File: src/rtl/mac_result_drain_pkg.sv
// Shared constants, mode encoding and word-count helper for the MAC result drain.
package mac_result_drain_pkg;

    localparam int MAC_ACC_WIDTH       = 32;
    localparam int MAC_DRAIN_OUT_WIDTH = 16;

    // Cluster mode encoding, identical to the combiner's cfg[1:0].
    typedef enum logic [1:0] {
        MAC_MODE_SINGLE = 2'b00,
        MAC_MODE_DUAL   = 2'b01,
        MAC_MODE_QUAD   = 2'b10,
        MAC_MODE_RSVD   = 2'b11
    } mac_mode_e;

    // Index of the final active word for a mode; reserved behaves as single.
    function automatic logic [1:0] mac_last_word(input logic [1:0] mode);
        case (mac_mode_e'(mode))
            MAC_MODE_DUAL: return 2'd1;
            MAC_MODE_QUAD: return 2'd0;
            default:       return 2'd3;
        endcase
    endfunction

endpackage

File: src/rtl/mac_result_drain_if.sv
// Narrow valid/ready stream carrying serialized cluster results.
interface mac_result_drain_if
    import mac_result_drain_pkg::*;
#(
    parameter int OUT_WIDTH = MAC_DRAIN_OUT_WIDTH
) ();

    logic [OUT_WIDTH-1:0] data;
    logic                 valid;
    logic                 ready;
    logic                 last;

    modport master (output data, output valid, output last, input ready);
    modport slave  (input data, input valid, input last, output ready);

endinterface

File: src/rtl/mac_drain_slicer.sv
// Combinational selector: snapshot word[word_i] slice[beat_i] onto the output bus.
module mac_drain_slicer
    import mac_result_drain_pkg::*;
#(
    parameter int ACC_WIDTH = MAC_ACC_WIDTH,
    parameter int OUT_WIDTH = MAC_DRAIN_OUT_WIDTH,
    parameter int BEAT_W    = 1
) (
    input  logic [4*ACC_WIDTH-1:0] snap_i,
    input  logic [1:0]             word_i,
    input  logic [BEAT_W-1:0]      beat_i,
    output logic [OUT_WIDTH-1:0]   slice_o
);

    localparam int BPW   = ACC_WIDTH / OUT_WIDTH;
    localparam int NSL   = 4 * BPW;
    localparam int IDX_W = (NSL > 1) ? $clog2(NSL) : 1;

    // Slices laid out word-major, LSB slice first, so the flat index is word*BPW+beat.
    logic [OUT_WIDTH-1:0] slices [NSL];
    logic [IDX_W-1:0]     idx;

    for (genvar i = 0; i < NSL; i++) begin : g_slice
        assign slices[i] = snap_i[i*OUT_WIDTH +: OUT_WIDTH];
    end

    // Flat slice index from the word and beat counters.
    always_comb begin
        idx     = IDX_W'(word_i) * IDX_W'(BPW) + IDX_W'(beat_i);
        slice_o = slices[idx];
    end

endmodule

File: src/rtl/mac_result_drain.sv
// Snapshots the cluster's active result words on capture and streams them out
// one OUT_WIDTH beat at a time, word 0 first, least-significant slice first.
module mac_result_drain
    import mac_result_drain_pkg::*;
#(
    parameter int ACC_WIDTH = MAC_ACC_WIDTH,
    parameter int OUT_WIDTH = MAC_DRAIN_OUT_WIDTH
) (
    input  logic                 clk,
    input  logic                 rst,
    input  logic [1:0]           mode_i,
    input  logic                 capture_i,
    input  logic [ACC_WIDTH-1:0] out0_i,
    input  logic [ACC_WIDTH-1:0] out1_i,
    input  logic [ACC_WIDTH-1:0] out2_i,
    input  logic [ACC_WIDTH-1:0] out3_i,
    mac_result_drain_if.master   tx,
    output logic                 busy_o,
    output logic                 overrun_o,
    input  logic                 clr_overrun_i
);

    localparam int BPW    = ACC_WIDTH / OUT_WIDTH;
    localparam int BEAT_W = (BPW > 1) ? $clog2(BPW) : 1;
    localparam logic [BEAT_W-1:0] BEAT_LAST = BEAT_W'(BPW - 1);

    localparam logic [0:0] IDLE = 1'b0;
    localparam logic [0:0] SEND = 1'b1;

    if ((ACC_WIDTH % OUT_WIDTH) != 0 || ACC_WIDTH < OUT_WIDTH) begin : g_bad_width
        $error("mac_result_drain: ACC_WIDTH must be an integer multiple of OUT_WIDTH");
    end

    logic [0:0]             state_q, state_d;
    logic [4*ACC_WIDTH-1:0] snap_q, snap_d;
    logic [1:0]             last_word_q, last_word_d;
    logic [1:0]             word_q, word_d;
    logic [BEAT_W-1:0]      beat_q, beat_d;
    logic                   overrun_q, overrun_d;

    logic                 sending;
    logic                 xfer;
    logic                 last_beat;
    logic                 load;
    logic                 drop;
    logic [OUT_WIDTH-1:0] slice;

    assign sending   = (state_q == SEND);
    assign xfer      = sending && tx.ready;
    assign last_beat = (word_q == last_word_q) && (beat_q == BEAT_LAST);
    // A capture is honoured when idle or exactly on the last-beat transfer (no bubble).
    assign load      = capture_i && (!sending || (xfer && last_beat));
    assign drop      = capture_i && sending && !(xfer && last_beat);

    mac_drain_slicer #(
        .ACC_WIDTH (ACC_WIDTH),
        .OUT_WIDTH (OUT_WIDTH),
        .BEAT_W    (BEAT_W)
    ) u_slicer (
        .snap_i  (snap_q),
        .word_i  (word_q),
        .beat_i  (beat_q),
        .slice_o (slice)
    );

    assign tx.valid  = sending;
    assign tx.last   = sending && last_beat;
    assign tx.data   = sending ? slice : '0;
    assign busy_o    = sending;
    assign overrun_o = overrun_q;

    // Next-state logic for the FSM, counters, snapshot and overrun flag.
    always_comb begin
        // NOTE: every target gets a default first so no path leaves it unassigned (no latches).
        state_d     = state_q;
        snap_d      = snap_q;
        last_word_d = last_word_q;
        word_d      = word_q;
        beat_d      = beat_q;
        overrun_d   = overrun_q;

        if (xfer) begin
            if (last_beat) begin
                state_d = IDLE;
                word_d  = '0;
                beat_d  = '0;
            end else if (beat_q == BEAT_LAST) begin
                word_d = word_q + 2'd1;
                beat_d = '0;
            end else begin
                beat_d = beat_q + BEAT_W'(1);
            end
        end

        if (load) begin
            state_d     = SEND;
            snap_d      = {out3_i, out2_i, out1_i, out0_i};
            last_word_d = mac_last_word(mode_i);
            word_d      = '0;
            beat_d      = '0;
        end

        // A dropped capture wins over a simultaneous clear.
        if (drop) begin
            overrun_d = 1'b1;
        end else if (clr_overrun_i) begin
            overrun_d = 1'b0;
        end
    end

    // State registers with synchronous reset taking priority over all inputs.
    always_ff @(posedge clk) begin
        // NOTE: sequential state uses non-blocking assignments so every register samples pre-edge values.
        if (rst) begin
            state_q     <= IDLE;
            // NOTE: the snapshot is reset too, so no stale result survives a reset.
            snap_q      <= '0;
            last_word_q <= '0;
            word_q      <= '0;
            beat_q      <= '0;
            overrun_q   <= 1'b0;
        end else begin
            state_q     <= state_d;
            snap_q      <= snap_d;
            last_word_q <= last_word_d;
            word_q      <= word_d;
            beat_q      <= beat_d;
            overrun_q   <= overrun_d;
        end
    end

endmodule

File: src/flat_wrapper.sv
// flat-port wrapper written by rule: the top's interface ports become plain ports
module mac_result_drain_flat import mac_result_drain_pkg::*;
#(
    parameter int ACC_WIDTH = MAC_ACC_WIDTH,
    parameter int OUT_WIDTH = MAC_DRAIN_OUT_WIDTH
)
  (clk, rst, mode_i, capture_i, out0_i, out1_i, out2_i, out3_i, busy_o, overrun_o, clr_overrun_i, tx_data, tx_valid, tx_last, tx_ready);
  mac_result_drain_if #(.OUT_WIDTH(OUT_WIDTH)) tx_i ();
  input  logic clk;
  input  logic rst;
  input  logic [1:0] mode_i;
  input  logic capture_i;
  input  logic [ACC_WIDTH-1:0] out0_i;
  input  logic [ACC_WIDTH-1:0] out1_i;
  input  logic [ACC_WIDTH-1:0] out2_i;
  input  logic [ACC_WIDTH-1:0] out3_i;
  output logic busy_o;
  output logic overrun_o;
  input  logic clr_overrun_i;
  output wire logic [$bits(tx_i.data)-1:0] tx_data;
  output wire logic [$bits(tx_i.valid)-1:0] tx_valid;
  output wire logic [$bits(tx_i.last)-1:0] tx_last;
  input wire logic [$bits(tx_i.ready)-1:0] tx_ready;
  assign tx_data = tx_i.data;
  assign tx_valid = tx_i.valid;
  assign tx_last = tx_i.last;
  assign tx_i.ready = tx_ready;
  mac_result_drain #(.ACC_WIDTH(ACC_WIDTH), .OUT_WIDTH(OUT_WIDTH)) u_core (.clk(clk), .rst(rst), .mode_i(mode_i), .capture_i(capture_i), .out0_i(out0_i), .out1_i(out1_i), .out2_i(out2_i), .out3_i(out3_i), .tx(tx_i), .busy_o(busy_o), .overrun_o(overrun_o), .clr_overrun_i(clr_overrun_i));
endmodule
File: config.mk
export PLATFORM = sky130hd
export DESIGN_NAME = mac_result_drain_flat
export DESIGN_NICKNAME = d
export VERILOG_FILES = /design/src/rtl/mac_result_drain_pkg.sv /design/src/rtl/mac_result_drain_if.sv /design/src/rtl/mac_drain_slicer.sv /design/src/rtl/mac_result_drain.sv /design/src/flat_wrapper.sv
export SDC_FILE = /design/constraint.sdc
export NUM_CORES = 1
export LEC_CHECK = 0
export CORE_UTILIZATION = 43
export DETAILED_ROUTE_END_ITERATION = 10
export PLACE_DENSITY = 0.68
export SLEW_MARGIN = 30
export SYNTH_ARGS = -nofsm -noshare
export SYNTH_HDL_FRONTEND = slang
export SYNTH_SLANG_ARGS = --single-unit
File: constraint.sdc
create_clock -name clk -period 2.34 [get_ports clk]
set_clock_uncertainty 0.2 [all_clocks]
set_input_delay 0.468 -clock clk [delete_from_list [all_inputs] [get_ports clk]]
set_output_delay 0.468 -clock clk [all_outputs]
set_load 0.005 [all_outputs]
==> results.md <==
- Placer Congestion: 0.8515
- Sum of routed wire length over all layers: 18110 microns
- Synthesized cell area: between 0.007 and 0.008 sq mm
- Standard-cell row count: 46
- Signal arrival time at the worst endpoint: 1.92 ns
- Clock period minus worst slack: 2.588 ns
- Share of total power in combinational logic: 15.7%
- Final-stage net count: between 900 and 1k
- Switching share of total power: between 20% and 30%
- Quantity of hold-fixing buffers added after cts: 0
- Pin count of the biggest net entering global routing: 92
- Average size of a mapped cell: about 11 sq um
- Sequential fraction of design power: 39.6%
- Half-perimeter wire length after detailed placement: 13180 microns
- Number of antenna violations at the first check in global routing: 1
- Worst vdd ir: 0.0005193 V
- Busiest metal layer after global routing: met2
- Final Slew Violations: 0
- Post-synthesis sequential area ratio: 37.60%
- Met3 usage: around 4.9%
- Power per standard cell area: 649.6 mW/mm^2
- CTS tree: built
- Normalized max-slew margin: 74.11%
- Global routing usage on met2: 41.16%
- Endpoint kind of the worst setup timing path: output pin
- Via count of the first global-routing pass: 5781
- Max FO, Critical Path: 6
- Crit-path max cell delay: slightly above 0.5 ns
- Leakage: between 0.003 and 0.004 uW
- Count of antenna-violating nets left after detailed routing: 0
- Final setup slack of the worst path: -0.2475 ns
- Launching element type of the critical path: register
- Number of enable flip-flop cells after synthesis: 0
- Final Instance Count excl. Fillers: 1086
- CTS root buffer: clkbuf_16
- Most area-consuming cells after synthesis: dfxtp_1 38%, nand2b_1 23%, mux2i_1 20%
- Req. time, crit path: 1.67 ns
- Total clock buffers created by CTS: 17
- Post-Route Utilization: about 62%
- Violated checks: setup timing
- Worst-margin pin slew: 0.3859 ns
- Most instantiated library cell after synthesis: nand2b_1
- Placed Instances: 1023
- Insertion delay to the later sink of the worst-skew pair: 0.42 ns
- GR Layer Usage met1: 23.17%
- Critical path class: register to output pin
- Hold depth: 2
- Switching power summed over all nets: 1475 uW
- Async set-or-reset flop fraction in the synthesized netlist: 0%
- Commonest cells post-synth: 263 x nand2b_1, 145 x mux2i_1, 135 x dfxtp_1
- Max-cap violations: 0
- Final setup violating endpoints: 16
- Number of vias per cell: just under 5
- Net count after synthesis: 811
- Remaining routing DRC violations: 0
- Min-delay worst type: register to register
- Status: finished with violations
- Buffers on Ports: 154
- Clock net sink count: roughly 140
- Ys flop type: dfxtp_1
- Endpoints failing hold: 0
- Wire length of the first global-routing pass: 28990 microns
- Starting density of the core: 44.60%
- Ports placed on the boundary: approximately 160
- Area share of the largest cell type after synthesis: 37.60%
- Worst-path clk slew: around 0.06 ns
- WL per Instance: 16.67 microns
- Area inside the core boundary: around 0.016 sq mm
- Layout overhead on the synthesized area: 39.07%
- Max H-tree Level: 4
- Critical-path top delay cell: mux4_2
- Number of instances in the synthesized netlist: 675
- GRT Resource Usage Total: 21.68%
- Leading area contributor after synthesis: dfxtp_1
- Unrepaired setup endpoints after global routing: true
- Buffers from clock root to sink, at most: 2
- Post-synth cell types: 30
- Warnings from Yosys: 0
- Clock share of power: 44.7%
- Overflow after GRT: 0
- Cell-internal power: 5017 uW
- Drt pass-1 iters: 4
- Number of cells traversed by the worst register-to-register path: 9
- Cell-by-cell trace of the critical path: buf_8, mux4_2, mux2i_1, nor2b_1, buf_2
- Die height: between 100 and 150 microns
- Fraction of final layout cells sized beyond drive strength 1: between 10% and 20%
- Total Die Area: 0.01723 sq mm
- Fmax: 0.3865 GHz
- Number of violations reported at the end of detailed-routing iteration 0: 336
- Post-route fraction of the period consumed by the critical path: 110.6%
- Chip width: 131.3 microns
- Synth Register Bits: around 140
- Detailed-route via count: 5350
==> cell families after synthesis <==
family | after synthesis | synth area share (%)
flip-flops | 135 | 37.60
XOR/XNOR | 2 | 0.3483
AO/OA/AOI/OAI | 11 | 1.236
AND/OR/NAND/NOR | 288 | 25.03
adder cells (fa/ha/maj) | 1 | 0.1741
multiplexers | 178 | 30.38
buffers and inverters | 60 | 5.223
==> critical path, delay by kind of cell (launching register included) <==
| kind | cells | cell delay [ns] |
|---|---|---|
| buf+inv | 2 | 0.29 |
| flops | 1 | 0.41 |
| mux | 2 | 0.71 |
| simple gates | 1 | 0.10 |
==> per-layer routing <==
metal	share of wire [%]	routed length, microns
met5	0	0
met4	2.4	436
met3	4.2	755
met2	55	9916
met1	39	6997
==> power groups by stage <==
| stage | Combinational [uW] | Clock [uW] | Sequential [uW] |
|---|---|---|---|
| 4_1_cts | 973 | 2950 | 2570 |
| 2_1_floorplan | 566 | 0 | 2560 |
| 3_5_place_dp | 949 | 0 | 2620 |
| 6_report | 1020 | 2900 | 2570 |
| 5_1_grt | 1100 | 3070 | 2580 |
| 3_3_place_gp | 926 | 0 | 2620 |
==> flip-flops by register name, indices dropped and copies added, names as in the netlist <==
register / count
u_core.beat_q: 1
u_core.last_word_q: 2
u_core.overrun_o: 1
u_core.word_q: 2
u_core.busy_o: 1
u_core.snap_q: 128
==> final timing paths <==
path | startpoint | endpoint | slack (ns)
setup / recovery | u_core.beat_q$_SDFFE_PP0P_ | tx_data[0] | -0.25
hold / removal | u_core.snap_q[112]$_SDFFE_PP0P_ | u_core.snap_q[112]$_SDFFE_PP0P_ | 0.27
hold reg to reg | u_core.snap_q[112]$_SDFFE_PP0P_ | u_core.snap_q[112]$_SDFFE_PP0P_ | 0.27
setup reg to reg | u_core.word_q[0]$_SDFFE_PP0P_ | u_core.snap_q[96]$_SDFFE_PP0P_ | 0.08
==> area by class of cell <==
| cell class | count | area, sq um |
|---|---|---|
| flip-flops and latches | 135 | 2710 |
| inverters | 3 | 11.26 |
| clock buffers | 19 | 442.9 |
| clock inverters | 13 | 202.7 |
| fillers | 1264 | 6121 |
| diodes | 1 | 2.502 |
| repair buffers | 219 | 2230 |
| well taps | 216 | 270.3 |
| multi-input cells | 480 | 4125 |
==> cell usage in the layout, fill, tap and decap left out, drive strengths merged, types with 2 or more instances in the layout <==
master,count
nor2b,17
nand2b,263
a21oi,4
nand2,2
clkinvlp,5
nand3,2
clkdlybuf4s50,136
bufinv,5
xor2,2
dfxtp,135
inv,3
o31ai,2
mux4,32
buf,81
clkinv,3
clkbuf,21
mux2i,145
==> metrics by stage <==
stage	TNS, ns	hold WS (ns)	instance area, sq um	power (uW)	setup slack (ns)
after detailed placement	-0.6937	0.2631	9081	3569	-0.07840
after global placement	-0.2519	0.2590	9081	3547	-0.04128
after CTS	-3.594	0.2683	9818	6491	-0.2714
final	-3.010	0.2714	9995	6492	-0.2475
after global routing	-4.232	0.2960	9992	6751	-0.3307
after floorplan	0	0.2455	7187	3126	0.2528
==> repair_timing <==
item                       4_1_cts  5_1_grt
resized for setup               80        8
gates cloned                     1        2
setup endpoints to repair       17       34
setup buffers                   12       19
pin swaps                        2        1
No activity file was read; power rests on OpenSTA's default activity.
